## config.mk

```make
export PLATFORM = sky130hd
export DESIGN_NAME = alu_controller
export DESIGN_NICKNAME = d
export VERILOG_FILES = /design/src/rtl/alu_pkg.sv /design/src/rtl/alu_op_decode.sv /design/src/rtl/alu_controller.sv
export SDC_FILE = /design/constraint.sdc
export NUM_CORES = 1
export LEC_CHECK = 0
export BUFFER_PORTS_ARGS = -buffer_cell sky130_fd_sc_hd__buf_2
export CORE_UTILIZATION = 35
export CTS_BUF_LIST = sky130_fd_sc_hd__clkbuf_8
export CTS_CLUSTER_SIZE = 40
export DETAILED_ROUTE_END_ITERATION = 10
export GPL_ROUTABILITY_DRIVEN = 0
export GPL_TIMING_DRIVEN = 0
export PLACE_DENSITY = 0.73
export SYNTH_ARGS = -nofsm -noshare
export SYNTH_HDL_FRONTEND = slang
export SYNTH_SLANG_ARGS = --single-unit
```

## constraint.sdc

```tcl
create_clock -name clk -period 5.5 [get_ports clk]
set_input_delay 0.275 -clock clk [delete_from_list [all_inputs] [get_ports clk]]
set_output_delay 0.275 -clock clk [all_outputs]
set_load 0.03 [all_outputs]
```

## src/rtl/alu_pkg.sv

```systemverilog
`default_nettype none
// +--------------------------------------------------------------------------+
// | alu_pkg : shared widths, opcode constants and FSM encoding for alu_ctrl  |
// | Revision: 1.0                                                            |
// +--------------------------------------------------------------------------+
package alu_pkg;

  localparam int BITS_DEFAULT      = 32;
  localparam int SIG_COUNT_DEFAULT = 12;
  localparam int OP_W              = 4;

  localparam logic [OP_W-1:0] OP_ADD = 4'd0;
  localparam logic [OP_W-1:0] OP_SUB = 4'd1;
  localparam logic [OP_W-1:0] OP_MUL = 4'd2;
  localparam logic [OP_W-1:0] OP_DIV = 4'd3;
  localparam logic [OP_W-1:0] OP_SHR = 4'd4;
  localparam logic [OP_W-1:0] OP_SHL = 4'd5;
  localparam logic [OP_W-1:0] OP_ROR = 4'd6;
  localparam logic [OP_W-1:0] OP_ROL = 4'd7;
  localparam logic [OP_W-1:0] OP_AND = 4'd8;
  localparam logic [OP_W-1:0] OP_OR  = 4'd9;
  localparam logic [OP_W-1:0] OP_NEG = 4'd10;
  localparam logic [OP_W-1:0] OP_NOT = 4'd11;

  typedef enum logic [2:0] {
    ST_IDLE    = 3'd0,
    ST_LOAD    = 3'd1,
    ST_EXEC    = 3'd2,
    ST_CAPTURE = 3'd3,
    ST_RESP    = 3'd4
  } state_t;

endpackage
`default_nettype wire

```

## src/rtl/alu_op_decode.sv

```systemverilog
`default_nettype none
// +--------------------------------------------------------------------------+
// | alu_op_decode : opcode -> one-hot ALU control, long-op and illegal flags |
// | Revision: 1.0                                                            |
// +--------------------------------------------------------------------------+
module alu_op_decode
  import alu_pkg::*;
#(
  parameter int SIG_COUNT = SIG_COUNT_DEFAULT
) (
  input  logic [OP_W-1:0]      i_op,
  output logic [SIG_COUNT-1:0] o_ctrl,
  output logic                 o_is_long,
  output logic                 o_illegal
);

  always_comb begin
    o_is_long = 1'b0;
    o_illegal = 1'b0;
    unique case (i_op)
      OP_MUL, OP_DIV: o_is_long = 1'b1;
      OP_ADD, OP_SUB, OP_SHR, OP_SHL, OP_ROR, OP_ROL,
      OP_AND, OP_OR, OP_NEG, OP_NOT: o_is_long = 1'b0;
      default: o_illegal = 1'b1;
    endcase
  end

  // Control bit index equals the opcode value.
  for (genvar i = 0; i < SIG_COUNT; i++) begin : g_onehot
    assign o_ctrl[i] = !o_illegal && (i_op == OP_W'(i));
  end

endmodule
`default_nettype wire

```

## src/rtl/alu_controller.sv

```systemverilog
`default_nettype none
// +--------------------------------------------------------------------------+
// | alu_controller : request/response sequencer for an external ALU         |
// | Revision: 1.0                                                            |
// +--------------------------------------------------------------------------+
module alu_controller
  import alu_pkg::*;
#(
  parameter int BITS      = BITS_DEFAULT,
  parameter int SIG_COUNT = SIG_COUNT_DEFAULT,
  parameter int LONG_WAIT = 4
) (
  input  logic                 clk,
  input  logic                 clr,
  input  logic                 req_valid,
  output logic                 req_ready,
  input  logic [OP_W-1:0]      req_op,
  input  logic [BITS-1:0]      req_a,
  input  logic [BITS-1:0]      req_b,
  output logic [SIG_COUNT-1:0] alu_ctrl,
  output logic [BITS-1:0]      alu_x,
  output logic [BITS-1:0]      alu_y,
  input  logic [2*BITS-1:0]    alu_result,
  output logic                 rsp_valid,
  input  logic                 rsp_ready,
  output logic [BITS-1:0]      rsp_lo,
  output logic [BITS-1:0]      rsp_hi,
  output logic                 rsp_err,
  output logic                 busy
);

  localparam logic [3:0] LONG_CNT = 4'(LONG_WAIT - 1);

  state_t                 state_q, state_d;
  logic [OP_W-1:0]        op_q, op_d;
  logic [BITS-1:0]        a_q, a_d, b_q, b_d;
  logic [BITS-1:0]        lo_q, lo_d, hi_q, hi_d;
  logic                   err_q, err_d;
  logic [3:0]             cnt_q, cnt_d;

  logic [OP_W-1:0]        dec_op;
  logic [SIG_COUNT-1:0]   dec_ctrl;
  logic                   dec_long;
  logic                   dec_illegal;
  logic                   div_by_zero;

  // One decoder serves both the incoming opcode (in IDLE) and the latched one.
  assign dec_op      = (state_q == ST_IDLE) ? req_op : op_q;
  assign div_by_zero = (req_op == OP_DIV) && (req_b == '0);

  alu_op_decode #(
    .SIG_COUNT (SIG_COUNT)
  ) u_decode (
    .i_op      (dec_op),
    .o_ctrl    (dec_ctrl),
    .o_is_long (dec_long),
    .o_illegal (dec_illegal)
  );

  always_ff @(posedge clk or posedge clr) begin
    if (clr) begin
      state_q <= ST_IDLE;
      op_q    <= '0;
      a_q     <= '0;
      b_q     <= '0;
      lo_q    <= '0;
      hi_q    <= '0;
      err_q   <= 1'b0;
      cnt_q   <= 4'd0;
    end else begin
      state_q <= state_d;
      op_q    <= op_d;
      a_q     <= a_d;
      b_q     <= b_d;
      lo_q    <= lo_d;
      hi_q    <= hi_d;
      err_q   <= err_d;
      cnt_q   <= cnt_d;
    end
  end

  always_comb begin
    state_d = state_q;
    op_d    = op_q;
    a_d     = a_q;
    b_d     = b_q;
    lo_d    = lo_q;
    hi_d    = hi_q;
    err_d   = err_q;
    cnt_d   = cnt_q;
    unique case (state_q)
      ST_IDLE: begin
        if (req_valid) begin
          op_d = req_op;
          a_d  = req_a;
          b_d  = req_b;
          if (dec_illegal || div_by_zero) begin
            state_d = ST_RESP;
            err_d   = 1'b1;
            lo_d    = '0;
            hi_d    = '0;
          end else begin
            state_d = ST_LOAD;
            err_d   = 1'b0;
          end
        end
      end
      ST_LOAD: begin
        state_d = ST_EXEC;
        cnt_d   = dec_long ? LONG_CNT : 4'd0;
      end
      ST_EXEC: begin
        if (cnt_q == 4'd0) begin
          state_d = ST_CAPTURE;
        end else begin
          cnt_d = cnt_q - 4'd1;
        end
      end
      ST_CAPTURE: begin
        lo_d    = alu_result[BITS-1:0];
        hi_d    = dec_long ? alu_result[2*BITS-1:BITS] : '0;
        state_d = ST_RESP;
      end
      ST_RESP: begin
        if (rsp_ready) begin
          state_d = ST_IDLE;
        end
      end
      default: state_d = ST_IDLE;
    endcase
  end

  // Outputs decode straight from the state register so reset clears them at once.
  assign req_ready = (state_q == ST_IDLE);
  assign busy      = (state_q != ST_IDLE);
  assign rsp_valid = (state_q == ST_RESP);
  assign alu_ctrl  = ((state_q == ST_EXEC) || (state_q == ST_CAPTURE)) ? dec_ctrl : '0;
  assign alu_x     = a_q;
  assign alu_y     = b_q;
  assign rsp_lo    = lo_q;
  assign rsp_hi    = hi_q;
  assign rsp_err   = err_q;

endmodule
`default_nettype wire

```

# Yosys cells after proc, flatten, opt, wreduce, memory -nomap -nowiden
# Cells that the tools add are included.
# W data, S select, Z words.
# totals
regBits,140
output_inout_bits,144
word_cells,76
# classes
addsub,1
eq_ne,21
muxes,18
n_reduce_logical,28
# ops
op,count
$pmux W32 S2,2
$mux W32,3
$logic_not A32 Y1,1
$eq A4 B3 Y1 const B,4
$eq A4 B4 Y1 const B,4
$pmux W3 S5,1
$logic_and A1 B1 Y1,13
$eq A4 B2 Y1 const B,3
$mux W12,1
$mux W3,4
$reduce_or A12 Y1,1
$logic_not A4 Y1,2
$mux W4,2
$pmux W4 S2,1
$eq A3 B2 Y1 const B,2
$ne A2 B2 Y1 const B,3
$reduce_and A3 Y1,2
$eq A4 B1 Y1 const B,1
$ne A2 B1 Y1 const B,2
$reduce_and A2 Y1,2
$reduce_bool A2 Y1,2
$sub A4 B1 Y4 const B,1
$eq A3 B1 Y1 const B,1
$eq A3 B3 Y1 const B,1
6 further kinds,9

# Depth between registers and ports, before layout
# Gate-level depths: netlist of run 1.
# logic_depth
depth_word,9
ltp_mapped,9

# Cells and area by module
# A second synthesis of run 1 with hierarchy kept.
# unflattened
cells_unflattened,538
area_unflattened_um2,6102.1
# by_module_without_submodules
mod,n_inst,cells_per_inst,area_each_um2,seq_area_each_um2
alu_controller,1,520,5898.2,3503.4
alu_op_decode,1,18,203.9,0.0

# Worst setup path after synthesis of run 1
# Ideal clock, no wire load.
# synth_path
kind,register to register
from,reg state_q[0]
to,reg hi_q[0] (netlist: rsp_hi[0])
setup_ns,0.121
t_arrival_ns,1.928
required_time_ns,5.379
slack_ns,3.451
stages_incl_launch_ff,10
path_buffers,4
cell_sequence,dfrtp_1 > clkbuf_1 > or3_1 > buf_2 > inv_6 > nand2_4 > nor4_4 > buf_4 > buf_4 > nor2_1
# synth_via
elab_chain_len,8
word_cells_on_any_way,26
# synth_rtl
item,line,source
start: declaration,alu_controller.sv:34,"state_t state_q, state_d;"
start signal: assignment,alu_controller.sv:71,state_q <= state_d;
$logic_not A3 Y1 *,--,
net req_ready,alu_controller.sv:16,"output logic req_ready,"
$mux W4,alu_controller.sv:48,assign dec_op = (state_q == ST_IDLE) ? req_op : op_q;
"$eq A4 B4 Y1, or another cell as far along",alu_op_decode.sv:20,unique case (i_op)
$reduce_or A12 Y1 (no line),--,
$mux W1,alu_op_decode.sv:20,
$logic_or A1 B1 Y1,alu_controller.sv:97,if (dec_illegal || div_by_zero) begin
$ne A2 B1 Y1 (no line),--,
$reduce_and A3 Y1 (no line),--,
end signal: assignment,alu_controller.sv:76,hi_q <= hi_d;
end: declaration,alu_controller.sv:37,"logic [BITS-1:0] lo_q, lo_d, hi_q, hi_d;"
# The timed path passes the listed nets; every way through them passes the cells marked *.
# A chain may end at the register's enable or synchronous reset.

# Worst setup path after layout of run 1
# layout_path
from,reg state_q[0]
to,out alu_ctrl[2]
# layout_via
elab_chain_len,6
word_cells_on_any_way,20
# layout_rtl
item,line,source
$logic_not A3 Y1,alu_controller.sv:48,
$mux W4,alu_controller.sv:48,
"$eq A4 B4 Y1, or another cell as far along",alu_op_decode.sv:20,
$reduce_or A12 Y1 (no line),--,
$logic_and A1 B1 Y1,alu_op_decode.sv:30,assign o_ctrl[i] = !o_illegal && (i_op == OP_W'(i));
$mux W12 *,alu_controller.sv:137,assign alu_ctrl = ((state_q == ST_EXEC) || (state_q == ST_CAPTURE)) ? dec_ctrl : '0;
end: declaration,alu_controller.sv:20,"output logic [SIG_COUNT-1:0] alu_ctrl,"
# Every way passes the cells marked *; elsewhere a longest branch is shown, timed or not.

==> metrics.md, run 1 <==
| Metric | Value |
|---|---|
| Top Ports | 280 |
| DRT iter0 DRCs | 208 |
| Cell Pwr Density | 601 nW/µm² |
| Final nets | 1,078 |
| Status | finished clean |
| Worst setup margin | 3.02 ns |
| Ys Warns | 0 |
| Fill cells | 1,470 |
| Maxcap violations | 0 |
| Slew Limit Headroom | 47.0% |
| WS Path Type | reg2out |
| Most common cell type on the critical path | buf_2 |
| Worst Setup End Kind | output pin |
| TritonCTS Buffers | 17 |
| DRT Wirelength | 16.4 mm |
| Area grow syn2layout | 44.8% |
| Num rows | 46 |
| Flop2flop setup slack | 3.09 ns |
| CTS max path bufs | 2 |
| Drt wl/cell | 14.0 µm |
| Worst slew pin tran | 0.793 ns |
| CTS tree | done |
| HP Start | req_b[28] |
| Post-DP HPWL | 11.8 mm |
| VDD IR max | 0.305 mV |
| Total Routing Usage GR | 19.5% |
| P_sw | 0.00235 W |
| Min Hold Slack | 0.0354 ns |
| Slowest CP cell | dfrtp_1 |
| Vias | 5,435 |
| Crit share post-route | 45.1% |
| Synthesized Nets | 734 |
| PortBufs | 279 |
| WHS Path Cells | 3 |
| Switching Share | 47.4% |
| Lkg Pwr | 4.62 nW |
| Sequential element share of the synthesized area | 61.4% |
| Post-route ant nets | 0 |
| Worst EP arrival | 2.21 ns |
| Final Hold Viols | 0 |
| H-tree levels | 4 |
| DRC | 0 |
| Internal power | 0.00261 W |
| Largest stage delay on the critical path | 0.36 ns |
| Vias/cell | 4.65 |
| Startpoint Class | flop |
| CP Cell Sequence | clkbuf_1, or3_1, buf_2, inv_6, nor3b_1, a31oi_1, nor2_1, buf_2 |
| Worst r2r path cells | 6 |
| Sequential share of power | 34.5% |
| Critical R2R Capture | alu_x[27] |
| First-pass GRT wire length | 25.0 mm |
| Clk_lat worst skew | 0.45 ns |
| Worst clock skew | 0.0112 ns |
| ANT cells | 0 |
| RSZ-0062 raised after global routing | false |
| Clock-pin slew on the worst setup and hold paths | 0.08 ns |
| Clock power frac | 17.1% |
| Logic pwr share | 48.3% |
| Syn avg cell area | 9.56 µm² |
| Count of pins over their slew limit | 0 |
| FF-to-FF Start | state_q[0] |
| Type of the worst min-delay path | in2reg |
| Distinct cells, synth | 38 |
| Number of detailed-route iterations in the first pass | 4 |
| Root Driver | clkbuf_8 |
| Largest net degree at the start of global routing | 94 |
| Endpoint, Worst Hold | alu_y[28] |
| Core Box Area | 15,900 µm² |
| Pre-CTS setup slack | 3.07 ns |
| Critical-path maximum fanout | 8 |
| Final setup fails | 0 |
| Grt ovf | 0 |
| Starting density of the core | 35.9% |
| Cells after Synth | 597 |
| Post-synthesis register bit count | 140 |
| Initial antenna violation count | 0 |
| Die Height | 130 µm |
| Die W | 130 µm |
| Post_cts resized | 0 |
| Critical Path RT | 5.22 ns |
| Layout cell share with drive strength beyond 1 | 35.2% |
| Min cycle time layout | 2.48 ns |
| Die ar. | 16,800 µm² |
| Mapped cell area | 5710 µm² |
| Sinks on Clock Net | 140 |
| Max Freq | 403 MHz |
| Vias in the first global route | 5,058 |
==> placed cells by master (no fill, tap or decap), types with 2 or more instances in the layout <==
cell type / n
clkinv_4: 2
nand2_1: 204
dfrtp_1: 140
clkinvlp_4: 2
nand3_1: 2
dlygate4sd3_1: 45
buf_4: 5
inv_1: 6
nand3b_1: 3
clkinv_2: 2
buf_2: 291
nor2_1: 80
bufinv_16: 2
a22oi_1: 63
a21oi_1: 3
nor3b_1: 5
clkbuf_8: 18
nor4_1: 6
nand2b_1: 5
o21ai_0: 7
or3_1: 3
nor3_1: 5
a31oi_1: 5
mux2i_1: 2
inv_6: 7
clkbuf_1: 21
==> what timing repair did <==
item,CTS,global route
hold endpoints to repair,91,0
hold buffers,45,0
buffers inserted,0,0
==> worst max path at each step <==
stage,startpoint,to,slack (ns),depth (start not counted)
finish,state_q[0],alu_ctrl[2],3.02,8
CTS,state_q[0],alu_ctrl[2],2.98,8
detailed placement,state_q[0],rsp_hi[9],3.07,7
global route,state_q[0],alu_ctrl[2],2.86,8
floorplan,clr,alu_x[0],1.47,1
global placement,clr,rsp_hi[13],-0.20,2
==> through the flow <==
stage,instance area (µm²),total power [W],std cells,TNS [ns],utilization [%]
CTS,8260,0.00501,1170,0,52.0
floorplan,5710,0.00336,597,0,-
detailed placement,7410,0.00411,1093,0,46.6
finish,8260,0.00496,1170,0,52.0
global route,8260,0.00529,1170,0,52.0
global placement,7380,0.00407,1092,-26.73,46.4
==> registers in the layout, summed over array words and instances, names as in the netlist <==
register and cells:
alu_y 32, rsp_lo 32, op_q 4, state_q 3, cnt_q 4, alu_x 32, rsp_hi 32, rsp_err 1
==> critical path, delay by kind of cell (launching register included) <==
family / cells / cell delay [ns]
DFF: 1 / 0.36
AOI/OAI and AO/OA: 1 / 0.24
buffers and inverters: 4 / 0.65
and+or+nand+nor: 3 / 0.51
==> power by group through the flow <==
stage / registers (W) / logic, W / clock network (W)
2_1_floorplan: 0.00253 / 0.000831 / 0
3_3_place_gp: 0.00172 / 0.00236 / 0
3_5_place_dp: 0.00171 / 0.00240 / 0
4_1_cts: 0.00171 / 0.00242 / 0.000886
5_1_grt: 0.00176 / 0.00261 / 0.000916
6_report: 0.00171 / 0.00240 / 0.000851
==> metal layers <==
layer  vias up  global-route usage, %  part of all wire, %
met5         -                      0                    0
met2       230                   32.3                   48
met4         0                   6.16                  1.1
met1      2527                   24.3                   43
met3        11                   6.23                  7.6
li1       2667                      -                    -
==> cell usage after synthesis (all sizes together) <==
master | instances | area (µm²)
a21oi | 3 | 15.0
nand3 | 2 | 10.0
o22a | 1 | 8.76
nand2 | 205 | 777
nand3b | 3 | 22.5
and2 | 1 | 6.26
a22oi | 63 | 473
and3b | 1 | 8.76
and4 | 1 | 8.76
nand2b | 5 | 31.3
clkbuf | 21 | 78.8
buf | 19 | 113
xnor2 | 1 | 8.76
a31oi | 5 | 31.3
nand4 | 1 | 6.26
nor4b | 2 | 23.8
ha | 1 | 12.5
mux2 | 1 | 11.3
inv | 8 | 35.0
nor4 | 7 | 58.8
o21ai | 7 | 35.0
mux2i | 2 | 20.0
or3 | 3 | 18.8
nor2 | 80 | 300
a32oi | 1 | 8.76
dfrtp | 140 | 3500
and3 | 1 | 6.26
nor3b | 5 | 37.5
o211ai | 1 | 7.51
nor2b | 1 | 6.26
nor3 | 5 | 25.0
==> layout make-up <==
class / count / area, µm² / area share, %
buffer: 40 / 191 / 2.32
clock buffer: 18 / 248 / 3.00
clock inverter: 14 / 158 / 1.91
inverter: 8 / 40.0 / 0.484
multi-input combinational: 409 / 1980 / 24.0
sequential: 140 / 3500 / 42.4
tap: 216 / 270 / 3.27
timing repair buffer: 325 / 1870 / 22.7
==> logic make-up (layout without fill, tap and decap cells) <==
| family | count (synthesis) | after routing | synth area share (%) |
|---|---|---|---|
| simple gates | 323 | 323 | 23.6 |
| fa+ha+maj | 1 | 1 | 0.219 |
| flops | 140 | 140 | 61.4 |
| mux | 3 | 3 | 0.548 |
| xor+xnor | 1 | 1 | 0.153 |
| compound gates | 81 | 81 | 10.1 |
| buf+inv | 48 | 405 | 3.97 |
(Power assumes the default switching activity.)
==> run 2, diff against run 1 <==
Clock period 5.5 ns to 2.56 ns, I/O delays scaled along.
==> metrics.md, run 2 (synthesis results as in run 1) <==
| Metric | Value |
|---|---|
| Placed Area | 7440 µm² (+0.42%) |
| Cell Pwr Density | 1190 nW/µm² (+98%) |
| Vias in the first global route | 5,878 (+16%) |
| Critical path buffer and inverter count | 4 (unchanged) |
| Final nets | 1,166 (+8.2%) |
| Vias/cell | 4.80 (+3.4%) |
| Min Hold Slack | 0.0736 ns (+0.0381 ns) |
| Startpoint Class | flop |
| Post-DP HPWL | 12.2 mm (+3.3%) |
| Initial antenna violation count | 0 (unchanged) |
| Vias | 6,040 (+11%) |
| Die W | 130 µm (unchanged) |
| Count of pins over their slew limit | 0 (unchanged) |
| ANT cells | 0 (unchanged) |
| Largest stage delay on the critical path | 0.37 ns (about the same) |
| First-pass GRT wire length | 28.7 mm (+15%) |
| DRT Wirelength | 19.0 mm (+15%) |
| WS Path Type | reg2out |
| Most common cell type on the critical path | buf_2 |
| Internal power | 0.00576 W (+120%) |
| Post-route ant nets | 0 (unchanged) |
| CP Cell Sequence | clkbuf_1, or3_1, buf_2, inv_6, nor3b_1, a31oi_1, nor2_1, buf_2 |
| Grt ovf | 0 (unchanged) |
| Post-CTS setup buffer count | 0 (unchanged) |
| Commonest cells after routing, fill and taps aside | 291 x buf_2, 204 x nand2_1, 140 x dfrtp_1, 132 x dlygate4sd3_1, 80 x nor2_1 |
| Slew Limit Headroom | 63.1% (+16 points) |
| Total Routing Usage GR | 22.3% (+2.8 points) |
| Fill cells | 1,326 (-9.8%) |
| CTS tree | done |
| Most common cell after layout, fill and taps aside | buf_2 |
| Slowest CP cell | or3_1 |
| Crit share post-route | 93.0% |
| Largest net degree at the start of global routing | 44 (-53%) |
| CTS max path bufs | 2 (unchanged) |
| Type of the worst min-delay path | in2reg |
| Switching Share | 47.3% (-0.087 points) |
| P_sw | 0.00517 W (+120%) |
| Worst EP arrival | 2.25 ns (+0.04 ns) |
| Clk_lat worst skew | 0.44 ns (about the same) |
| Drt wl/cell | 15.1 µm (+7.3%) |
| Top Ports | 280 (unchanged) |
| DRT iter0 DRCs | 269 (+29%) |
| Min cycle time layout | 2.38 ns |
| Final Hold Viols | 0 (unchanged) |
| Final setup fails | 0 (unchanged) |
| Crit-path leading delay family | buffers and inverters |
| Core Box Area | 15,900 µm² (unchanged) |
| Final Util | 57.8% (+5.8 points) |
| Maxcap violations | 0 (unchanged) |
| Worst slew pin tran | 0.552 ns (-0.241 ns) |
| Worst clock skew | 0.00919 ns (-0.00198 ns) |
| Logic pwr share | 49.0% (+0.7 points) |
| Num rows | 46 (unchanged) |
| RSZ-0062 raised after global routing | false |
| Post-route cell area | 9180 µm² (+11%) |
| Root Driver | clkbuf_8 |
| Clock-pin slew on the worst setup and hold paths | 0.08 ns (about the same) |
| Sinks on Clock Net | 140 (unchanged) |
| H-tree levels | 4 (unchanged) |
| Clock power frac | 17.0% (about the same) |
| VDD IR max | 0.749 mV (+150%) |
| Sequential share of power | 34.0% (-0.5 points) |
| Die ar. | 16,800 µm² (unchanged) |
| Lkg Pwr | 4.99 nW (+8.1%) |
| Max Freq | 420 MHz |
| Critical Path RT | 2.43 ns (-2.79 ns) |
| Critical-path maximum fanout | 8 (unchanged) |
| Worst Setup End Kind | output pin |
| Area grow syn2layout | 60.8% |
| Die Height | 130 µm (unchanged) |
| Status | finished clean |
| DRC | 0 (unchanged) |
| TritonCTS Buffers | 17 (unchanged) |
| PortBufs | 279 (unchanged) |
| Starting density of the core | 35.9% (unchanged) |
| Power, Total | 0.0109 W (+120%) |
| Flop2flop setup slack | 0.25 ns (-2.84 ns) |
| Number of detailed-route iterations in the first pass | 6 (+2) |
| Layout cell share with drive strength beyond 1 | 32.4% (-2.8 points) |
run 2: final cells by class:
class	instances	area [µm²]	area share (%)
multi-input cells	409	1990	21.7
clock buffers	17	234	2.55
well taps	216	270	2.94
repair buffers	414	2780	30.3
flip-flops and latches	140	3500	38.2
inverters	8	38.8	0.423
clock inverters	15	174	1.89
plain buffers	39	188	2.04
run 2: layer usage:
layer	GRT usage, %	vias up	share of wire (%)
met1	25.3	2888	40
met3	6.97	39	7.9
li1	-	2840	-
met2	38.8	273	50
met5	0	-	0
met4	9.37	0	2.1
run 2: path summary, 6_finish.rpt:
path,startpoint,endpoint,cells after the start
worst max-delay path,state_q[0],alu_ctrl[1],8
worst min-delay path,req_op[1],op_q[1],3
worst max register to register,state_q[0],rsp_lo[14],9
worst min register to register,alu_x[2],alu_x[2],2
max in group asynchronous,clr,alu_x[8],5
min in group asynchronous,clr,rsp_hi[13],3
run 2: stage by stage:
| step | setup TNS [ns] | std cells | setup WS, ns |
|---|---|---|---|
| finish | 0 | 1258 | 0.180 |
| global placement | -27.79 | 1092 | -0.215 |
| global route | 0 | 1258 | 0.00518 |
| CTS | 0 | 1259 | 0.0634 |
| floorplan | 0 | 597 | 0.511 |
| detailed placement | 0 | 1095 | 0.0909 |
run 2: tightest hold or removal path, stage by stage:
cell and delay (ns):
buf_2 0.12, inv_1 0.11, o21ai_0 0.10
run 2: timing repair:
| item | in CTS | in global routing |
|---|---|---|
| endpoints found under the setup margin | 0 | 56 |
| hold endpoints to repair | 151 | 0 |
| hold buffers | 132 | 0 |
| resized for setup | 0 | 2 |
run 2: power by group through the flow:
stage               registers (W)  logic, W  clock network [W]
floorplan                 0.00544   0.00179                  0
global placement          0.00368   0.00507                  0
detailed placement        0.00369   0.00518                  0
CTS                       0.00368   0.00533            0.00191
global route              0.00383   0.00581            0.00199
finish                    0.00372   0.00535            0.00185
